<file path="config.mk">
export PLATFORM = sky130hd
export DESIGN_NAME = cpu_sequencer
export DESIGN_NICKNAME = d
export VERILOG_FILES = /design/src/rtl/cpu_sequencer.sv
export SDC_FILE = /design/constraint.sdc
export NUM_CORES = 1
export LEC_CHECK = 0
export CORE_MARGIN = 10
export CORE_UTILIZATION = 35
export CTS_BUF_LIST = sky130_fd_sc_hd__clkbuf_4
export CTS_CLUSTER_DIAMETER = 50
export DETAILED_ROUTE_END_ITERATION = 8
export PLACE_DENSITY = 0.71
export SETUP_SLACK_MARGIN = 0.1
export SLEW_MARGIN = 15
export SYNTH_ARGS = -nofsm -noshare
export SYNTH_HDL_FRONTEND = slang
export SYNTH_SLANG_ARGS = --single-unit
</file>
<file path="constraint.sdc">
create_clock -name clk_i -period 2.3 [get_ports clk_i]
set_input_delay 0.23 -clock clk_i [delete_from_list [all_inputs] [get_ports clk_i]]
set_output_delay 0.23 -clock clk_i [all_outputs]
set_load 0.02 [all_outputs]
</file>
<file path="src/rtl/cpu_sequencer.sv">
// Instruction-cycle sequencer and program counter for the 12-bit processor.
// Walks fetch, decode, optional indirect and execute phases under a simple
// request/acknowledge memory handshake and generates the IR/ACC load strobes.
module cpu_sequencer #(
    parameter int unsigned          ADDR_WIDTH = 12,
    parameter logic [ADDR_WIDTH-1:0] RESET_PC  = '0
) (
    input  logic                  clk_i,
    input  logic                  rst_ni,
    input  logic                  run_i,
    input  logic                  mem_ack_i,
    input  logic [ADDR_WIDTH-1:0] mem_rdata_i,
    input  logic [2:0]            ir_op_i,
    input  logic                  ir_ind_i,
    input  logic [ADDR_WIDTH-1:0] ir_addr_i,
    input  logic                  acc_zero_i,
    output logic [ADDR_WIDTH-1:0] pc_o,
    output logic [ADDR_WIDTH-1:0] mem_addr_o,
    output logic                  mem_rd_o,
    output logic                  mem_wr_o,
    output logic                  ir_load_o,
    output logic                  acc_load_o,
    output logic [2:0]            state_o,
    output logic                  halted_o
);

    typedef enum logic [2:0] {
        StIdle   = 3'd0,
        StFetch  = 3'd1,
        StDecode = 3'd2,
        StIndir  = 3'd3,
        StExec   = 3'd4,
        StHalt   = 3'd5
    } state_e;

    localparam logic [2:0] OpLd  = 3'd0;
    localparam logic [2:0] OpSt  = 3'd1;
    localparam logic [2:0] OpAdd = 3'd2;
    localparam logic [2:0] OpNor = 3'd3;
    localparam logic [2:0] OpJmp = 3'd4;
    localparam logic [2:0] OpJz  = 3'd5;
    localparam logic [2:0] OpNop = 3'd6;
    localparam logic [2:0] OpHlt = 3'd7;

    state_e                state_q, state_d;
    logic [ADDR_WIDTH-1:0] pc_q, pc_d;
    logic [ADDR_WIDTH-1:0] ea_q, ea_d;

    // State, program counter and effective-address registers; reset wins over all.
    always_ff @(posedge clk_i) begin
        if (!rst_ni) begin
            state_q <= StIdle;
            pc_q    <= RESET_PC;
            ea_q    <= '0;
        end else begin
            state_q <= state_d;
            pc_q    <= pc_d;
            ea_q    <= ea_d;
        end
    end

    // Next-state decode plus Moore requests and ack-qualified load strobes.
    always_comb begin
        logic done;
        state_d    = state_q;
        pc_d       = pc_q;
        ea_d       = ea_q;
        mem_addr_o = '0;
        mem_rd_o   = 1'b0;
        mem_wr_o   = 1'b0;
        ir_load_o  = 1'b0;
        acc_load_o = 1'b0;
        halted_o   = 1'b0;
        done       = 1'b0;

        case (state_q)
            StIdle: begin
                if (run_i) begin
                    state_d = StFetch;
                end
            end
            StFetch: begin
                mem_rd_o   = 1'b1;
                mem_addr_o = pc_q;
                if (mem_ack_i) begin
                    ir_load_o = 1'b1;
                    pc_d      = pc_q + 1'b1;
                    state_d   = StDecode;
                end
            end
            StDecode: begin
                if (ir_op_i == OpHlt) begin
                    state_d = StHalt;
                end else if (ir_op_i == OpNop) begin
                    state_d = run_i ? StFetch : StIdle;
                end else begin
                    ea_d    = ir_addr_i;
                    state_d = ir_ind_i ? StIndir : StExec;
                end
            end
            StIndir: begin
                mem_rd_o   = 1'b1;
                mem_addr_o = ea_q;
                if (mem_ack_i) begin
                    ea_d    = mem_rdata_i;
                    state_d = StExec;
                end
            end
            StExec: begin
                unique case (ir_op_i)
                    OpLd, OpAdd, OpNor: begin
                        mem_rd_o   = 1'b1;
                        mem_addr_o = ea_q;
                        acc_load_o = mem_ack_i;
                        done       = mem_ack_i;
                    end
                    OpSt: begin
                        mem_wr_o   = 1'b1;
                        mem_addr_o = ea_q;
                        done       = mem_ack_i;
                    end
                    OpJmp: begin
                        pc_d = ea_q;
                        done = 1'b1;
                    end
                    OpJz: begin
                        if (acc_zero_i) begin
                            pc_d = ea_q;
                        end
                        done = 1'b1;
                    end
                    // NOP/HLT never reach EXEC; retire without side effects if IR changed.
                    OpNop, OpHlt: begin
                        done = 1'b1;
                    end
                endcase
                if (done) begin
                    state_d = run_i ? StFetch : StIdle;
                end
            end
            StHalt: begin
                halted_o = 1'b1;
                if (!run_i) begin
                    state_d = StIdle;
                end
            end
            default: begin
                state_d = StIdle;
            end
        endcase
    end

    assign pc_o    = pc_q;
    assign state_o = state_q;

endmodule

</file>
==> metrics <==
status finished clean; CTS tree done; sequential area share after synthesis between 20% and 30%; FF-to-FF End pc_o[5]; CP required 2.07 ns; cts bufs inserted 3; Max clock buf depth 2; number of synthesized flops with an enable pin 0; layout cells sized above 1 15.5%; I/O pin total 65; cell area after synthesis ~0.0018 mm^2; Final Setup Violations 0; worst r2r src state_o[0]; Hold Buf Count CTS 0; Via density 5.46; largest net degree at the start of global routing 27; commonest non-fill, non-tap cell in the layout clkdlybuf4s50_1; first-pass GRT wire length between 9000 and 10,000 um; number of global-route vias before repair between 1,500 and 2,000; Layout Utilization 50.8%; Crit Path Max Fanout 7; total power 1440 uW; Critical Setup Path Class reg -> out; Synth top area share 29.8%; Synth area leaders dfxtp_1 (30%), a311oi_1 (6.3%), nand3_1 (5.5%); DR WL/cell 16.3 um; Rel. slew slack 68.6%; Initial Utilization 35.7%; Post-Route M1 WL between 2000 and 3000 um; leakage power between 0.0009 and 0.001 uW; Port Buffer Count between 60 and 70; # Max-Cap Violations 0; drt drc 0; Logic pwr share 44.5%; P&R area growth vs syn 42.1%; switching power approximately 570 uW; initial antenna violation count 0; CP endpoint kind primary output; row count 26; pre-CTS setup slack ~0.21 ns; RePlAce Congestion between 0.9 and 1; Pre-Repair DR Iteration Count 4; cell taking the most area after synthesis dfxtp_1; Reg2Reg Setup Slack 0.51 ns; WHS Endpoint ea_q[2]; worst hold path depth 3; Yosys reg bits 27; post-CTS setup buffers 0; Detailed Route WL 6060 um; post-route setup TNS 0 ns; clk_lat worst skew 0.34 ns; internal power ~860 uW; top sig layer met4; All-Layer GR Usage ~14%; reg2reg path depth 6; CTS H-tree lvls 1; Post-layout nets 338; Root Buffer clkbuf_4; Final period util between 80 and 90%; Critical Path AT 1.78 ns; clk slew on worst S/H paths 0.16 ns; DR vias about 2,000; syn_area_per_cell 7.72 um^2; sw frac 39.8%; Die Footprint approximately 0.0085 mm^2; Tmin final ~2.0 ns; wire length on met3 412 um; async set-reset flop share out of synthesis 0%; Peak supply drop 286 uV; Synth Warn # 0; highest-count cells in the layout ignoring fill and taps clkdlybuf4s50_1 (48), dfxtp_1 (27), nand2_1 (25); clock power share 16.0%; count of final max-slew check failures 0; synthesized instance count 235; clock sink total 27; final setup margin approximately 0.29 ns; max frequency 497 MHz; slew at the pin closest to its max-slew limit 0.470 ns; DRT iter0 DRCs about 140; Worst Hold Class in -> reg; CP startpoint kind register; post-route ant nets 0; hold_sp ir_addr_i[2]; Power Dens Cells 557 mW/mm^2; Die Ht 92.0 um; Detail Placement HPWL ~4800 um; n_diodes 0; Hold Vio Cnt, Final 0; Synth cell types 54; RSZ-0062 raised after global routing no; Clock Skew 0.00275 ns; Met2 Wirelength between 2000 and 3000 um; gr ovfl total 0; ys flop type dfxtp_1; part of the power in registers 39.5%; Die W 92.0 um; syn_nets 269; core area 0.00507 mm^2
## per-stage QoR
stage          hold WS, ns  cells  cell area [um^2]
3_3_place_gp         0.493    369              2610
2_1_floorplan        0.392    235              1810
5_1_grt              0.408    373              2580
3_5_place_dp         0.503    369              2610
4_1_cts              0.438    373              2620
6_report             0.442    373              2580
## synth_stat cells (all sizes together) (2+ instances only)
master   instances
dfxtp           27
nand2           25
nand3           21
nor2            21
a311oi          15
o21ai           15
buf             14
a22o            12
a21oi           11
nor3             9
inv              6
clkbuf           5
a22oi            4
a31oi            4
and2             4
nor3b            4
a211oi           3
nand2b           3
a2111oi          2
a21o             2
nand3b           2
nand4            2
nor2b            2
nor4             2
## what timing repair did
item,in CTS,in global routing
gates cloned,0,0
gates resized for setup,14,26
hold endpoints to repair,0,0
endpoints found under the setup margin,14,14
## power by group through the flow
| stage | clock network [uW] | registers [uW] | logic (uW) |
|---|---|---|---|
| 2_1_floorplan | 0 | 589 | 356 |
| 3_3_place_gp | 0 | 575 | 639 |
| 3_5_place_dp | 0 | 578 | 650 |
| 4_1_cts | 233 | 567 | 646 |
| 5_1_grt | 262 | 576 | 698 |
| 6_report | 230 | 567 | 638 |
## layer usage
layer  global-route usage (%)  up-vias
li1                         -     1036
met1                     17.0      928
met2                     23.1       67
met3                     4.48        4
met4                     2.70        0
met5                        0        -
## logic make-up (layout without fill, tap and decap cells)
logic type      after synthesis  count (layout)  share of synthesized area, %
buf+inv                      25              93                          6.34
compound gates               78              78                          33.0
fa+ha+maj                     1               1                         0.690
flops                        27              27                          29.8
mux                           1               1                         0.552
simple gates                103             103                          29.6
## critical path, stage by stage (launching register included)
cell and delay (ns):
dfxtp_1 0.38, or3b_1 0.37, buf_4 0.18, nor3_1 0.15
dlygate4sd2_1 0.36
## how the worst max path moves through the flow
stage,startpoint,endpoint,slack [ns],depth (start not counted)
floorplan,state_o[2],mem_addr_o[10],0.45,5
global placement,ir_op_i[2],mem_addr_o[2],0.24,5
detailed placement,ir_op_i[2],mem_addr_o[1],0.21,5
CTS,state_o[0],ir_load_o,0.14,4
global route,state_o[0],acc_load_o,0.14,4
finish,state_o[0],mem_wr_o,0.29,4
## final cells by class
| type | instances | area, um^2 |
|---|---|---|
| inverters | 6 | 22.5 |
| repair buffers | 83 | 738 |
| fillers | 521 | 2500 |
| well taps | 70 | 87.6 |
| clock inverters | 1 | 8.76 |
| multi-input cells | 183 | 1160 |
| clock buffers | 3 | 22.5 |
| flip-flops and latches | 27 | 541 |
## flip-flops by register name, indices dropped and copies added, names as in the netlist
register / flops
ea_q: 12
state_o: 3
pc_o: 12
Note: power is estimated with default switching activity, not from simulation.
